==> src/rtl/hack_mem_pkg.sv <==
// Shared definitions for the Hack data-RAM arbiter slice: bus widths,
// screen map location and the read-response owner encoding.
package hack_mem_pkg;

  localparam int unsigned ADDR_W       = 15;
  localparam int unsigned DATA_W       = 16;
  localparam logic [14:0] SCREEN_BASE  = 15'h4000;
  localparam int unsigned SCREEN_WORDS = 8192;

  // Which master the RAM read data returning next cycle belongs to
  typedef enum logic [1:0] {
    OWNER_NONE = 2'd0,
    OWNER_CPU  = 2'd1,
    OWNER_VID  = 2'd2
  } owner_e;

endpackage

==> src/rtl/arb_wait_counter.sv <==
// Saturating wait counter: counts cycles a pending request is refused and
// flags when the refusal limit has been reached.
module arb_wait_counter #(
  parameter int unsigned MAX = 4
) (
  input  logic clk,
  input  logic reset,
  input  logic inc,
  input  logic clr,
  output logic sat
);

  localparam int unsigned W = $clog2(MAX + 1);

  logic [W-1:0] cnt_q, cnt_d;

  // Next count: clear wins over increment, increment stops at MAX
  always_comb begin
    cnt_d = cnt_q;
    if (clr) begin
      cnt_d = '0;
    end else if (inc && !sat) begin
      cnt_d = cnt_q + 1'b1;
    end
  end

  // Counter register
  always_ff @(posedge clk) begin
    if (reset) begin
      cnt_q <= '0;
    end else begin
      cnt_q <= cnt_d;
    end
  end

  assign sat = (cnt_q == W'(MAX));

endmodule

==> src/rtl/hack_mem_arbiter.sv <==
// Arbiter sharing the single-port data RAM between the Hack CPU M-port and
// the video scanout engine. Video wins by default; a wait counter forces a
// CPU grant after CPU_MAX_WAIT lost cycles. Read data returns one cycle after
// the grant and is steered to the master recorded in the owner register.
module hack_mem_arbiter #(
  parameter int unsigned ADDR_W       = hack_mem_pkg::ADDR_W,
  parameter int unsigned DATA_W       = hack_mem_pkg::DATA_W,
  parameter int unsigned CPU_MAX_WAIT = 4
) (
  input  logic              clk,
  input  logic              reset,
  input  logic              cpu_req,
  input  logic              cpu_we,
  input  logic [ADDR_W-1:0] cpu_addr,
  input  logic [DATA_W-1:0] cpu_wdata,
  output logic              cpu_gnt,
  output logic              cpu_rvalid,
  output logic [DATA_W-1:0] cpu_rdata,
  input  logic              vid_req,
  input  logic [ADDR_W-1:0] vid_addr,
  output logic              vid_gnt,
  output logic              vid_rvalid,
  output logic [DATA_W-1:0] vid_rdata,
  output logic              mem_en,
  output logic              mem_we,
  output logic [ADDR_W-1:0] mem_addr,
  output logic [DATA_W-1:0] mem_wdata,
  input  logic [DATA_W-1:0] mem_rdata
);

  import hack_mem_pkg::*;

  logic              cpu_sat;
  logic              cpu_inc, cpu_clr;
  owner_e            owner_q, owner_d;
  logic [DATA_W-1:0] cpu_hold_q, vid_hold_q;

  // CPU starvation guard
  arb_wait_counter #(
    .MAX (CPU_MAX_WAIT)
  ) u_wait (
    .clk   (clk),
    .reset (reset),
    .inc   (cpu_inc),
    .clr   (cpu_clr),
    .sat   (cpu_sat)
  );

  // Priority select: video by default, CPU once its wait limit is reached
  always_comb begin
    cpu_gnt = 1'b0;
    vid_gnt = 1'b0;
    if (!reset) begin
      cpu_gnt = cpu_req && (!vid_req || cpu_sat);
      vid_gnt = vid_req && !(cpu_req && cpu_sat);
    end
    cpu_inc = cpu_req && !cpu_gnt;
    cpu_clr = !cpu_req || cpu_gnt;
  end

  // RAM port mux driven by the winner; idle cycles leave the RAM disabled
  always_comb begin
    mem_en    = cpu_gnt || vid_gnt;
    mem_we    = cpu_gnt && cpu_we;
    mem_addr  = cpu_gnt ? cpu_addr : vid_addr;
    mem_wdata = cpu_gnt ? cpu_wdata : '0;
    owner_d   = cpu_gnt ? OWNER_CPU : (vid_gnt ? OWNER_VID : OWNER_NONE);
  end

  // Owner tag and per-master read-data hold registers
  always_ff @(posedge clk) begin
    if (reset) begin
      owner_q    <= OWNER_NONE;
      cpu_hold_q <= '0;
      vid_hold_q <= '0;
    end else begin
      owner_q <= owner_d;
      if (owner_q == OWNER_CPU) cpu_hold_q <= mem_rdata;
      if (owner_q == OWNER_VID) vid_hold_q <= mem_rdata;
    end
  end

  // Response demux: RAM data goes straight through to the tagged owner so the
  // completion lands one cycle after the grant; reset masks an in-flight tag.
  always_comb begin
    cpu_rvalid = !reset && (owner_q == OWNER_CPU);
    vid_rvalid = !reset && (owner_q == OWNER_VID);
    cpu_rdata  = reset ? '0 : (cpu_rvalid ? mem_rdata : cpu_hold_q);
    vid_rdata  = reset ? '0 : (vid_rvalid ? mem_rdata : vid_hold_q);
  end

endmodule
==> config.mk <==
export PLATFORM = sky130hd
export DESIGN_NAME = hack_mem_arbiter
export DESIGN_NICKNAME = d
export VERILOG_FILES = /design/src/rtl/hack_mem_pkg.sv /design/src/rtl/arb_wait_counter.sv /design/src/rtl/hack_mem_arbiter.sv
export SDC_FILE = /design/constraint.sdc
export NUM_CORES = 1
export LEC_CHECK = 0
export BUFFER_PORTS_ARGS = -buffer_cell sky130_fd_sc_hd__buf_2
export CAP_MARGIN = 0
export CELL_PAD_IN_SITES_DETAIL_PLACEMENT = 0
export CELL_PAD_IN_SITES_GLOBAL_PLACEMENT = 2
export CORE_ASPECT_RATIO = 0.75
export CORE_MARGIN = 2
export CORE_UTILIZATION = 21
export CTS_BUF_LIST = sky130_fd_sc_hd__clkbuf_4
export DETAILED_ROUTE_END_ITERATION = 10
export GPL_ROUTABILITY_DRIVEN = 0
export PLACE_DENSITY = 0.91
export SLEW_MARGIN = 20
export SYNTH_ARGS = -nofsm -noshare
export SYNTH_HDL_FRONTEND = slang
export SYNTH_SLANG_ARGS = --single-unit
==> constraint.sdc <==
create_clock -name clk -period 2.3 [get_ports clk]
set_input_delay 0.46 -clock clk [delete_from_list [all_inputs] [get_ports clk]]
set_output_delay 0.46 -clock clk [all_outputs]
set_load 0.03 [all_outputs]
==> results.toml <==
[critical_path]
reg2reg_setup_slack_ns = 1.07
crit_family = "flip-flops"
crit_arrival_ns = 1.82
cp_cell_sequence = "inv_2 -> ha_4 -> a21boi_4 -> nor2_8 -> buf_12 -> mux2_4 -> buf_6"
end_kind = "output pin"
crit_fanout = 13
critPathKind = "flop to output pin"
ff2ff_path_depth = 6
path_buf_inv = 3
critPathRequiredTime_ns = 1.84
path_depth = 7
cpPeakStageDelay_ns = 0.35
startpoint = "u_wait.cnt_q[0]$_SDFFE_PP0P_"
crit_path_top_delay_cell = "dfxtp_2"
r2r-start = "u_wait.cnt_q[0]$_SDFFE_PP0P_"
cp-endpoint = "mem_addr[5]"
r2r-end = "u_wait.cnt_q[1]$_SDFFE_PP0P_"
setup.worst_path.start_class = "flop"

[power_and_ir_drop]
power_density_nw_per_um2 = 487
finalPower_uw = 1450
ir_drop_v = 0.000187
total_leakage_power_uw = 0.00145

[sta]
tns_ns = 0
timing_hold_violations_final = 0
worstMarginPinSlew_ns = 0.658
rsz0062_at_grt = "true"
fin_skew_ns = 0.00997
slew_viol_final = 0
period_share_pct = 99.1
setup_viol = 0
timing.fmax_ghz = 0.439
period_minus_slack_ns = 2.28
slew_headroom_pct = 56.1

[floorplanning]
coreArea_um2 = 8930
fp.dieH_um = 86.7
fp.dieW_um = 114
initial_core_util_pct = 21.4
dieArea_um2 = 9900
row_count = 30
io_pins = 136

[synthesis]
netlist_instances = 241
syn_nets = 310
muxShareOfSynthArea_pct = 11.7
synthXorXnorAreaFrac_pct = 0
syn_area_um2 = 1910
ys_seq_area_share_pct = 38.7
yosysWarningCount = 0
ys_ff_latch = 37
synth-compound-area-share_pct = 18.6
synth_top_family_by_area = "simple AND/OR/NAND/NOR gates"
synth_fa_ha_area_share_pct = 1.31
synth_cell_type_count = 24
yosys.area_share.simple_pct = 23.6
syn_avg_cell_area_um2 = 7.94

[run]
maxCapViolCount = 0

[route]
postRouteWirelength_mm = 6.48
wl_met2_mm = 2.96
wl_met1_mm = 3.22
vias = 2067
final_antenna_net_count = 0
top_layer = "met4"
via_per_inst = 4.20
drc = 0
drt_iter0_drc = 46
wl_met3_um = 221
drt_pre_antenna_iters = 4
wl_per_cell_um = 13.2

[worst_hold_path]
hold_class = "primary input to flop"

[clock_tree]
cts_made_buffers = 5
htreeDepth = 2
cts-root-buf = "clkbuf_4"
clock_latency_ns = 0.36
holdBufCountCts = 0
cts_buffer_depth = 2
cts_tree = "built"
cts_sinks = 37
path_clk_slew_ns = 0.13

[global_route]
grt_max_degree = 70
grt_usage_pct = 12.4
grt_pass1_wl_mm = 9.49
overflow = 0
antenna_found_initial = 0
grt_pass1_vias = 1809

[placement]
port_buffers = 135
post-dp-hpwl_mm = 4.75

[cells_and_area]
nets = 448
syn_to_final_growth_pct = 55.1
diodes = 0
layout-drive-gt1-share_pct = 48.7
fillerInstances = 984

[outcome]
status = "finished clean"
## per-layer routing
metal	GRT usage [%]	up-vias
li1	-	1080
met4	3.99	0
met1	18.7	939
met2	17.4	40
met3	2.73	8
met5	0	-
## tightest hold or removal path: stages
cell,delay (ns)
buf_2,0.11
nand2_1,0.06
a21oi_1,0.05
## layout make-up
cell class,count,area [µm²],share of cell area [%]
multi-input combinational,182,1080,36.4
clock inverter,3,17.5,0.590
inverter,3,11.3,0.379
timing repair buffer,150,938,31.6
tap,112,140,4.72
clock buffer,5,37.5,1.26
sequential,37,743,25.0
## synth_stat cells (all sizes together)
master,number,share of area [%]
nor2b,3,0.98
inv,3,0.59
a311oi,2,0.92
nand2,64,13
and3,2,0.65
a21oi,64,17
ha,2,1.3
buf,12,3.9
nor3,1,0.26
mux2i,1,0.52
nor2,7,2.2
nand2b,3,1.4
mux2,15,11
dfxtp,37,39
and2,17,5.6
clkbuf,7,1.5
a21boi,1,0.98
## layout by cell type, fill, tap and decap left out, types with 2 or more instances in the layout
cell type,n
and3_1,2
a21oi_1,64
a311oi_1,2
nor2_1,6
clkbuf_4,5
nand2_1,64
mux2_4,12
buf_2,115
buf_12,2
mux2_2,3
inv_2,2
dfxtp_1,35
buf_4,13
dfxtp_2,2
clkinv_2,2
buf_6,20
and2_4,3
and2_1,14
nor2b_1,3
## power breakdown
part | switching, µW | internal [µW] | leakage (µW)
Clock | 241 | 115 | 0.0000310
Sequential | 6.89 | 664 | 0.000302
Combinational | 243 | 176 | 0.00111
Total | 491 | 955 | 0.00145
## logic make-up (layout without fill, tap and decap cells)
logic type / count (synthesis) / in the layout
DFF: 37 / 37
AOI/OAI and AO/OA: 67 / 67
and+or+nand+nor: 97 / 97
adders and majority gates: 2 / 2
buffers and inverters: 22 / 161
muxes: 16 / 16
## state kept, by name, indices dropped and copies added, names as in the netlist
| register | cells |
|---|---|
| vid_hold_q | 16 |
| owner_q | 2 |
| cpu_hold_q | 16 |
| u_wait.cnt_q | 3 |
## timing repair
item / in CTS / in global routing
setup endpoints to repair: 23 / 36
gates resized for setup: 31 / 26
pin swaps: 3 / 2
setup buffers: 5 / 2
## worst min-delay path by stage
stage | start | endpoint | slack [ns] | cells past startpoint
2_1_floorplan | cpu_hold_q[0]$_SDFFE_PP0N_ | cpu_hold_q[0]$_SDFFE_PP0N_ | 0.44 | 2
3_3_place_gp | vid_hold_q[7]$_SDFFE_PP0N_ | vid_hold_q[7]$_SDFFE_PP0N_ | 0.45 | 2
3_5_place_dp | vid_hold_q[10]$_SDFFE_PP0N_ | vid_hold_q[10]$_SDFFE_PP0N_ | 0.46 | 2
4_1_cts | mem_rdata[9] | vid_hold_q[9]$_SDFFE_PP0N_ | 0.33 | 3
5_1_grt | mem_rdata[10] | cpu_hold_q[10]$_SDFFE_PP0N_ | 0.32 | 3
6_report | mem_rdata[6] | vid_hold_q[6]$_SDFFE_PP0N_ | 0.36 | 3
## through the flow
stage	hold WS [ns]	util, %	setup slack (ns)	cells	cell area, µm²
2_1_floorplan	0.444	-	0.293	241	1910
3_3_place_gp	0.450	30.3	0.222	477	2710
3_5_place_dp	0.457	30.3	0.197	477	2710
4_1_cts	0.330	32.5	0.00242	490	2900
5_1_grt	0.324	33.2	-0.0384	492	2970
6_report	0.356	33.2	0.0218	492	2970
Note: power is estimated with default switching activity, not from simulation.
